===== src/rtl/bram_port_initiator_pkg.sv =====
// Shared types for the BRAM port initiator: controller states, response record
// and response-buffer sizing.
package bram_port_initiator_pkg;

  typedef enum logic [1:0] {
    INIT,
    SCRUB,
    RUN
  } state_t;

  typedef struct packed {
    logic [31:0] data;
    logic        err;
  } rsp_t;

  localparam int unsigned RSP_FIFO_DEPTH = 4;
  localparam int unsigned RSP_PTR_W      = $clog2(RSP_FIFO_DEPTH);
  localparam int unsigned RSP_CNT_W      = RSP_PTR_W + 1;

endpackage


===== src/rtl/bram_rsp_fifo.sv =====
// First-word-fall-through response buffer: the head entry is visible on
// pop_data_o whenever valid_o is high. Depth must be a power of two.
module bram_rsp_fifo
  import bram_port_initiator_pkg::*;
(
  input  logic                 clk_i,
  input  logic                 rst_i,
  input  logic                 push_i,
  input  rsp_t                 push_data_i,
  input  logic                 pop_i,
  output rsp_t                 pop_data_o,
  output logic                 valid_o,
  output logic [RSP_CNT_W-1:0] count_o
);

  rsp_t                 mem_q [RSP_FIFO_DEPTH];
  logic [RSP_PTR_W-1:0] wr_ptr_q;
  logic [RSP_PTR_W-1:0] rd_ptr_q;
  logic [RSP_CNT_W-1:0] count_q;
  logic                 pop_en;

  assign valid_o    = (count_q != '0);
  assign pop_en     = pop_i & valid_o;
  assign pop_data_o = valid_o ? mem_q[rd_ptr_q] : '0;
  assign count_o    = count_q;

  always_ff @(posedge clk_i) begin
    if (rst_i) begin
      wr_ptr_q <= '0;
      rd_ptr_q <= '0;
      count_q  <= '0;
    end else begin
      if (push_i) wr_ptr_q <= wr_ptr_q + 1'b1;
      if (pop_en) rd_ptr_q <= rd_ptr_q + 1'b1;
      count_q <= count_q + RSP_CNT_W'(push_i) - RSP_CNT_W'(pop_en);
    end
  end

  // Storage carries no reset; only the pointers define what is valid.
  always_ff @(posedge clk_i) begin
    if (push_i && !rst_i) mem_q[wr_ptr_q] <= push_data_i;
  end

endmodule


===== src/rtl/bram_port_initiator.sv =====
// Request/response front end for one BRAM port: registered BRAM drive, 2-cycle
// read pipeline, in-order response FIFO. Define BRAM_INIT_SCRUB_EN to zero the
// whole memory after every reset before accepting requests.
module bram_port_initiator
  import bram_port_initiator_pkg::*;
#(
  parameter logic [31:0] C_BASEADDR    = 32'h00000000,
  parameter logic [31:0] C_HIGHADDR    = 32'h00003FFF,
  parameter int unsigned C_MEMSIZE     = 'h4000,
  parameter int unsigned C_PORT_DWIDTH = 32,
  parameter int unsigned C_PORT_AWIDTH = 32,
  parameter int unsigned C_NUM_WE      = 4
) (
  input  logic                     Clk,
  input  logic                     Rst,
  input  logic                     Req_Valid,
  output logic                     Req_Ready,
  input  logic                     Req_Write,
  input  logic [C_PORT_AWIDTH-1:0] Req_Addr,
  input  logic [C_PORT_DWIDTH-1:0] Req_Data,
  input  logic [C_NUM_WE-1:0]      Req_BE,
  output logic                     Rsp_Valid,
  input  logic                     Rsp_Ready,
  output logic [C_PORT_DWIDTH-1:0] Rsp_Data,
  output logic                     Rsp_Err,
  output logic                     Init_Done,
  output logic                     BRAM_Rst_A,
  output logic                     BRAM_Clk_A,
  output logic                     BRAM_EN_A,
  output logic [C_NUM_WE-1:0]      BRAM_WEN_A,
  output logic [C_PORT_AWIDTH-1:0] BRAM_Addr_A,
  output logic [C_PORT_DWIDTH-1:0] BRAM_Dout_A,
  input  logic [C_PORT_DWIDTH-1:0] BRAM_Din_A
);

  // Decode window is clipped to the physical memory so a wide address range
  // can never alias onto lower words.
  localparam logic [31:0] DECODE_SPAN = C_HIGHADDR - C_BASEADDR;
  localparam logic [31:0] MEM_SPAN    = C_MEMSIZE - 1;
  localparam logic [C_PORT_AWIDTH-1:0] ADDR_SPAN =
    C_PORT_AWIDTH'((DECODE_SPAN < MEM_SPAN) ? DECODE_SPAN : MEM_SPAN);
`ifdef BRAM_INIT_SCRUB_EN
  localparam logic [C_PORT_AWIDTH-1:0] SCRUB_LAST_ADDR = C_PORT_AWIDTH'(C_MEMSIZE - 4);
`endif

  state_t                     state_q;
  logic                       init_done_q;
  logic                       en_q;
  logic [C_NUM_WE-1:0]        wen_q;
  logic [C_PORT_AWIDTH-1:0]   addr_q;
  logic [C_PORT_DWIDTH-1:0]   dout_q;

  // Two-stage request tracker: s1 = BRAM access cycle, s2 = read data cycle.
  logic s1_vld_q, s1_wr_q, s1_err_q;
  logic s2_vld_q, s2_wr_q, s2_err_q;

  logic [C_PORT_AWIDTH-1:0] addr_off;
  logic                     in_range;
  logic                     accept;
  logic [RSP_CNT_W:0]       occupancy;
  logic [RSP_CNT_W-1:0]     fifo_count;
  logic                     fifo_valid;
  rsp_t                     fifo_head;
  rsp_t                     rsp_push;

  assign BRAM_Clk_A = Clk;
  assign BRAM_Rst_A = Rst;

  assign addr_off = Req_Addr - C_PORT_AWIDTH'(C_BASEADDR);
  assign in_range = (addr_off <= ADDR_SPAN);

  // Every accepted request owns a FIFO slot from acceptance onwards, so the
  // in-flight stages count against the free space.
  assign occupancy = (RSP_CNT_W+1)'(fifo_count) + (RSP_CNT_W+1)'(s1_vld_q)
                   + (RSP_CNT_W+1)'(s2_vld_q);
  assign Req_Ready = init_done_q & ~Rst
                   & (occupancy < (RSP_CNT_W+1)'(RSP_FIFO_DEPTH));
  assign accept    = Req_Valid & Req_Ready;

  always_ff @(posedge Clk) begin
    if (Rst) begin
      state_q     <= INIT;
      init_done_q <= 1'b0;
      en_q        <= 1'b0;
      wen_q       <= '0;
      addr_q      <= '0;
      dout_q      <= '0;
      s1_vld_q    <= 1'b0;
      s1_wr_q     <= 1'b0;
      s1_err_q    <= 1'b0;
      s2_vld_q    <= 1'b0;
      s2_wr_q     <= 1'b0;
      s2_err_q    <= 1'b0;
    end else begin
      en_q     <= 1'b0;
      wen_q    <= '0;
      s1_vld_q <= accept;
      s1_wr_q  <= Req_Write;
      s1_err_q <= ~in_range;
      s2_vld_q <= s1_vld_q;
      s2_wr_q  <= s1_wr_q;
      s2_err_q <= s1_err_q;

      case (state_q)
        INIT: begin
`ifdef BRAM_INIT_SCRUB_EN
          state_q <= SCRUB;
          en_q    <= 1'b1;
          wen_q   <= '1;
          addr_q  <= '0;
          dout_q  <= '0;
`else
          state_q     <= RUN;
          init_done_q <= 1'b1;
`endif
        end
`ifdef BRAM_INIT_SCRUB_EN
        SCRUB: begin
          if (addr_q == SCRUB_LAST_ADDR) begin
            state_q     <= RUN;
            init_done_q <= 1'b1;
          end else begin
            en_q   <= 1'b1;
            wen_q  <= '1;
            addr_q <= addr_q + 3'd4;
            dout_q <= '0;
          end
        end
`endif
        RUN: begin
          if (accept && in_range) begin
            en_q   <= 1'b1;
            wen_q  <= Req_Write ? Req_BE : '0;
            addr_q <= {Req_Addr[C_PORT_AWIDTH-1:2], 2'b00};
            dout_q <= Req_Data;
          end
        end
        default: begin
          state_q     <= INIT;
          init_done_q <= 1'b0;
        end
      endcase
    end
  end

  assign Init_Done   = init_done_q;
  assign BRAM_EN_A   = en_q;
  assign BRAM_WEN_A  = wen_q;
  assign BRAM_Addr_A = addr_q;
  assign BRAM_Dout_A = dout_q;

  always_comb begin
    rsp_push     = '0;
    rsp_push.err = s2_err_q;
    if (s2_vld_q && !s2_wr_q && !s2_err_q) rsp_push.data = BRAM_Din_A;
  end

  bram_rsp_fifo u_rsp_fifo (
    .clk_i       (Clk),
    .rst_i       (Rst),
    .push_i      (s2_vld_q),
    .push_data_i (rsp_push),
    .pop_i       (Rsp_Ready & ~Rst),
    .pop_data_o  (fifo_head),
    .valid_o     (fifo_valid),
    .count_o     (fifo_count)
  );

  assign Rsp_Valid = fifo_valid & ~Rst;
  assign Rsp_Data  = Rst ? '0 : fifo_head.data;
  assign Rsp_Err   = fifo_head.err & ~Rst;

endmodule

===== config.mk =====
export PLATFORM = sky130hd
export DESIGN_NAME = bram_port_initiator
export DESIGN_NICKNAME = d
export VERILOG_FILES = /design/src/rtl/bram_port_initiator_pkg.sv /design/src/rtl/bram_rsp_fifo.sv /design/src/rtl/bram_port_initiator.sv
export SDC_FILE = /design/constraint.sdc
export NUM_CORES = 1
export LEC_CHECK = 0
export ABC_AREA = 0
export ABC_CLOCK_PERIOD_IN_PS = 5100
export CAP_MARGIN = 20
export CORE_ASPECT_RATIO = 0.75
export CORE_UTILIZATION = 53
export DETAILED_ROUTE_END_ITERATION = 10
export MAX_ROUTING_LAYER = met4
export PLACE_DENSITY = 0.91
export SYNTH_ARGS = -nofsm -noshare
export SYNTH_HDL_FRONTEND = slang
export SYNTH_SLANG_ARGS = --single-unit

===== constraint.sdc =====
create_clock -name Clk -period 5.1 [get_ports Clk]
set_clock_uncertainty 0.05 [all_clocks]
set_input_delay 0.51 -clock Clk [delete_from_list [all_inputs] [get_ports Clk]]
set_output_delay 0.51 -clock Clk [all_outputs]
set_load 0.02 [all_outputs]

==> results_dict.tcl, run 1 <==
set metrics [dict create \
    rsz0062_at_grt "no" \
    switching_share_pct 23.0 \
    utilization_pct 73.4 \
    finalWirelength_um 19800 \
    whs_path_depth 1 \
    p_per_area_nw_per_um2 351 \
    grt_max_degree 68 \
    synth_cell_types 34 \
    antenna_found_initial 0 \
    drc 0 \
    rrSetupSlack_ns 2.27 \
    yosysTopAreaCellShare_pct 47.3 \
    gp_congestion 0.846 \
    min_from "s1_wr_q" \
    clk_latency_ns 0.60 \
    synthCells 570 \
    area_growth_pct 34.3 \
    num_vias 5351 \
    crit_chain "clkbuf_16 > clkbuf_16 > clkdlybuf4s50_1" \
    tightest_slew_ns 0.946 \
    via_per_inst 5.41 \
    leakage_uw 0.00390 \
    slew_headroom_pct 36.9 \
    num_io_pins 212 \
    cp-endpoint "BRAM_Clk_A" \
    post-cts-setup-buffers 0 \
    die_x_um 147 \
    grt_use_total_pct 25.6 \
    worstRegToRegCells 6 \
    p_seq_share_pct 47.6 \
    avgSynthCellArea_um2 14.7 \
    rows 39 \
    crit_start "Clk" \
    wl_per_cell_um 20.0 \
    timing.rr.start "s2_vld_q" \
    hold_path.class "reg -> reg" \
    crit_type "clk -> out" \
    synth-seq-area-share_pct 67.2 \
    cts_tree "built" \
    ant_nets 0 \
    layout_common_cells "207 x clkdlybuf4s50_1, 132 x edfxtp_1, 89 x nand2_1, 82 x dfxtp_1, 65 x and2_1" \
    netlist_top_cells_area "edfxtp_1 47%, dfxtp_1 20%, mux4_2 8.9%, mux2i_1 5.4%, and2_1 5.2%" \
    drive_gt1_share_pct 10.2 \
    ctsResizeCount 0 \
    die_h_um 111 \
    grt_pass1_wl_um 30500 \
    switching_power_uw 907 \
    synth_top_area_cell "edfxtp_1" \
    path_depth 3 \
    vdd_drop_max_v 0.000277 \
    core_area_um2 15300 \
    drtIter0Drc 312 \
    synth.ff_latch_count 215 \
    portBuffers 207 \
    hold_violations 0 \
    syn_area_um2 8380 \
    startpoint_type "clock port" \
    r2r_end "BRAM_Addr_A[12]" \
    final_common_cell "clkdlybuf4s50_1" \
    setup_violations 0 \
    end_kind "output pin" \
    clk_pin_slew_ns 0.06 \
    crit_slowest_cell "clkdlybuf4s50_1" \
    slew_violations 0 \
    power.share.clock_pct 39.3 \
    first_global_vias 5572 \
    status "complete, no violations" \
    slowest_delay_ns 0.53 \
    hpwl_um 12700 \
    required_ns 4.54 \
    path_buf_inv 3 \
    antenna_cells 0 \
    finalSetupTns_ns 0 \
    comb_power_share_pct 13.2 \
    critPathTopFamily "buffers and inverters" \
    ys_warn_count 0 \
    critPathMaxFanout 2 \
    power.internal_uw 3040 \
    first_pass_iters 4 \
    max_cap_violations 0 \
    crit_path_frequent_cell "clkbuf_16" \
    hold_buffers 0 \
    initial_core_util_pct 54.7 \
    grt_overflow_total 0 \
    dieArea_um2 16300 \
    nNetsFinal 886 \
    crit_arrival_ns 3.33 \
]
-- power groups by stage --
stage / Clock, µW / Sequential, µW / Combinational, µW
floorplan: 22.9 / 1900 / 295
global placement: 26.3 / 1920 / 504
detailed placement: 26.3 / 1920 / 522
CTS: 1580 / 1880 / 526
global route: 1640 / 1880 / 558
finish: 1550 / 1880 / 520
-- layer usage --
layer / up-vias / share of wire (%) / GRT usage (%)
met5: - / 0 / -
met4: 0 / 2.7 / 8.45
met3: 45 / 8.6 / 6.91
met2: 233 / 51 / 43.2
met1: 2650 / 38 / 29.7
li1: 2423 / - / -
-- kinds of logic (layout without fill, tap and decap cells) --
| logic type | Yosys count | after routing | synth area share [%] |
|---|---|---|---|
| AO/OA/AOI/OAI | 5 | 5 | 0.508 |
| buffers and inverters | 47 | 260 | 2.88 |
| adder cells (fa/ha/maj) | 9 | 9 | 1.43 |
| other | 1 | 2 | 0.0448 |
| multiplexers | 78 | 78 | 14.3 |
| flip-flops | 215 | 215 | 67.2 |
| AND/OR/NAND/NOR | 211 | 211 | 13.3 |
| XOR/XNOR | 4 | 4 | 0.418 |
-- sequential cells by signal, indices dropped and copies added, names as in the netlist, named ones only --
signal,count
s2_vld_q,1
u_rsp_fifo.rd_ptr_q,2
BRAM_Addr_A,30
s1_wr_q,1
s1_err_q,1
BRAM_Dout_A,32
s1_vld_q,1
BRAM_WEN_A,4
BRAM_EN_A,1
u_rsp_fifo.mem_q,132
u_rsp_fifo.wr_ptr_q,2
Init_Done,1
s2_wr_q,1
u_rsp_fifo.count_o,3
s2_err_q,1
-- synthesized netlist by cell type --
cell type,count
and2_1,69
a21oi_2,1
nor2_1,10
ha_1,8
buf_6,1
nand2_1,89
mux4_2,33
buf_2,4
edfxtp_1,132
nor2b_1,8
and3_1,4
o211a_1,1
inv_1,8
clkbuf_1,23
nor4b_4,1
nand3_1,2
nand2b_1,1
buf_4,8
a21boi_1,1
fa_1,1
buf_8,2
conb_1,1
inv_2,1
a2bb2oi_1,1
nor3_1,2
xor2_1,1
mux2i_1,45
dfxtp_1,83
nor3b_1,19
nor4_1,4
nor2b_2,1
nor4b_1,1
o211ai_1,1
xnor2_1,3
-- worst min-delay path by stage --
| stage | slack (ns) | endpoint |
|---|---|---|
| 2_1_floorplan | 0.36 | s2_err_q |
| 3_3_place_gp | 0.37 | s2_wr_q |
| 3_5_place_dp | 0.38 | s2_wr_q |
| 4_1_cts | 0.39 | s2_wr_q |
| 5_1_grt | 0.41 | BRAM_Dout_A[28] |
| 6_report | 0.39 | s2_wr_q |
-- final cells by class --
type	count	area, µm²
flip-flops and latches	215	5630
fillers	938	4070
multi-input cells	309	2520
repair buffers	213	2110
clock buffers	33	673
well taps	205	256
inverters	9	33.8
clock inverters	5	21.3
-- metrics by stage --
step                std cells  worst slack, ns  power, µW  area [µm²]  hold slack, ns
floorplan                 571             1.86       2210        8380           0.364
global placement          952             1.48       2450       10600           0.370
detailed placement        952             1.48       2470       10600           0.379
CTS                       989             1.20       3980       11300           0.394
global route              989             1.20       4080       11300           0.413
finish                    989             1.21       3950       11300           0.388
Power figures use the tool's default switching activity.
==> run 2: changes to the inputs <==
--- a/config.mk
+++ b/config.mk
@@ -6,13 +6,13 @@
 export NUM_CORES = 1
 export LEC_CHECK = 0
 export ABC_AREA = 0
-export ABC_CLOCK_PERIOD_IN_PS = 5100
+export ABC_CLOCK_PERIOD_IN_PS = 3100
 export CAP_MARGIN = 20
 export CORE_ASPECT_RATIO = 0.75
-export CORE_UTILIZATION = 53
+export CORE_UTILIZATION = 44
 export DETAILED_ROUTE_END_ITERATION = 10
 export MAX_ROUTING_LAYER = met4
-export PLACE_DENSITY = 0.91
+export PLACE_DENSITY = 0.82
 export SYNTH_ARGS = -nofsm -noshare
 export SYNTH_HDL_FRONTEND = slang
 export SYNTH_SLANG_ARGS = --single-unit
==> constraint.sdc (replaced) <==
create_clock -name Clk -period 3.1 [get_ports Clk]
set_clock_uncertainty 0.05 [all_clocks]
set_input_delay 0.31 -clock Clk [delete_from_list [all_inputs] [get_ports Clk]]
set_output_delay 0.31 -clock Clk [all_outputs]
set_load 0.02 [all_outputs]
==> run 2 against run 1 <==
Net effect: final cell count is 5.2% higher; sequential cell count unchanged; combinational power grew 67%; clock-buffer cell count is 1 lower; sequential share of layout area decreased by 0.75 points; cell area increased by 1.5%; global-route usage is 6.6 points lower; wire length decreased by 9.3%; critical path type is now reg -> out; largest power group unchanged.
==> results_dict.tcl, run 2 (synthesized netlist as in run 1, its figures left out) <==
set metrics [dict create \
    worstRegToRegCells 6 \
    use_met1_pct 22.7 \
    layout_common_cells "207 x clkdlybuf4s50_1, 132 x edfxtp_1, 89 x nand2_1, 81 x dfxtp_1, 65 x and2_1" \
    dpl.cell_count 1000 \
    hold_path.class "in -> reg" \
    path_depth 5 \
    power.share.clock_pct 40.4 \
    critPathTopFamily "compound AO/OA/AOI/OAI gates" \
    drc 0 \
    grt_overflow_total 0 \
    num_vias 5146 \
    power.internal_uw 5120 \
    switching_power_uw 1500 \
    finalSetupTns_ns 0 \
    final_common_cell "clkdlybuf4s50_1" \
    startpoint_type "flop" \
    die_x_um 161 \
    grtUsageMet3_pct 6.25 \
    p_seq_share_pct 46.4 \
    nNetsFinal 893 \
    rows 43 \
    hold_ws_ns 0.210 \
    crit_type "reg -> out" \
    cts_tree "built" \
    antenna_found_initial 0 \
    drtIter0Drc 258 \
    area_growth_pct 36.4 \
    slew_headroom_pct 51.5 \
    core_area_um2 18600 \
    max_cap_violations 0 \
    final.min_clock_period_ns 2.96 \
    post-cts-setup-buffers 0 \
    gp_congestion 0.737 \
    required_ns 2.74 \
    slew_violations 0 \
    first_pass_iters 4 \
    fin_area_um2 11400 \
    portBuffers 207 \
    clk_pin_slew_ns 0.06 \
    largest-register "u_rsp_fifo.mem_q" \
    end_kind "output pin" \
    grt-busiest-layer "met2" \
    setup_violations 0 \
    tightest_slew_ns 0.727 \
    initial_core_util_pct 45.1 \
    via_per_inst 4.95 \
    rsz0062_at_grt "no" \
    hold_buffers 0 \
    antenna_cells 0 \
    clk_latency_ns 0.60 \
    ant_nets 0 \
    fmax_mhz 338 \
    critPathMaxFanout 6 \
    path_buf_inv 1 \
    whs_path_depth 3 \
    hold_violations 0 \
    vdd_drop_max_v 0.000344 \
    fin_cells 1040 \
    slowest_delay_ns 0.60 \
    ctsResizeCount 0 \
    switching_share_pct 22.6 \
    post-route-period-util_pct 95.4 \
    drive_gt1_share_pct 11.2 \
    leakage_uw 0.00396 \
    dpl_cell_area_um2 10700 \
    crit_chain "ha_1 > a21oi_2 > a2bb2oi_1 > o211a_1 > clkdlybuf4s50_1" \
    grt_max_degree 80 \
    finalWirelength_um 18000 \
    hpwl_um 11700 \
    status "complete, no violations" \
    grt_util_met2_pct 31.2 \
    dieArea_um2 19600 \
    num_io_pins 212 \
    wl_per_cell_um 17.3 \
    crit_arrival_ns 2.60 \
    p_per_area_nw_per_um2 579 \
    grt_pass1_wl_um 27500 \
    grt_use_total_pct 19.0 \
    die_h_um 121 \
    first_global_vias 5235 \
    comb_power_share_pct 13.2 \
    crit_slowest_cell "clkdlybuf4s50_1" \
    largest_reg_flops 132 \
]
[run 2: changes by cell type in the layout (fill, tap and decap cells not counted), sizes merged]
| cell | previous run | this run |
|---|---|---|
| buf | 7 | 13 |
| clkinv | 5 | 7 |
| bufinv | 0 | 1 |
| clkbuf | 32 | 31 |
| inv | 9 | 10 |
[run 2: path summary, 6_finish.rpt]
kind                                   endpoint          from  slack (ns)
worst max-delay path                  Req_Ready      s2_vld_q        0.14
worst max register to register  BRAM_Addr_A[12]      s2_vld_q        0.64
worst min-delay path            BRAM_Dout_A[29]  Req_Data[29]        0.21
worst min register to register         s2_err_q      s1_err_q        0.39
[run 2: tightest hold or removal path: stages]
cell and delay [ns]:
clkdlybuf4s50_1 0.39, nand2_1 0.05, mux2i_1 0.05
[run 2: layer usage]
metal  vias to the layer above  part of all wire [%]
met1                      2480                    42
li1                       2444                     -
met5                         -                     0
met3                        33                   8.9
met4                         0                   2.1
met2                       189                    47
[run 2: cell type report]
| type | instances | area (µm²) |
|---|---|---|
| Clock inverter | 9 | 66.3 |
| Clock buffer | 32 | 677 |
| Multi-Input combinational cell | 309 | 2520 |
| Tap cell | 247 | 309 |
| Timing Repair Buffer | 219 | 2180 |
| Inverter | 9 | 33.8 |
| Fill cell | 1363 | 7140 |
| Sequential cell | 215 | 5630 |
[run 2: metrics by stage]
step,util (%),setup WS [ns],power (µW)
after CTS,61.5,0.110,6680
after global routing,61.5,0.0178,6860
after floorplan,-,1.06,3640
final,61.5,0.142,6610
after global placement,57.6,0.580,4040
after detailed placement,57.6,0.477,4060
[run 2: power by group through the flow]
stage,Combinational (µW),Sequential [µW],Clock [µW]
6_report,870,3070,2670
5_1_grt,941,3070,2850
4_1_cts,888,3070,2730
3_5_place_dp,883,3130,43.3
3_3_place_gp,869,3130,43.3
2_1_floorplan,486,3120,37.7
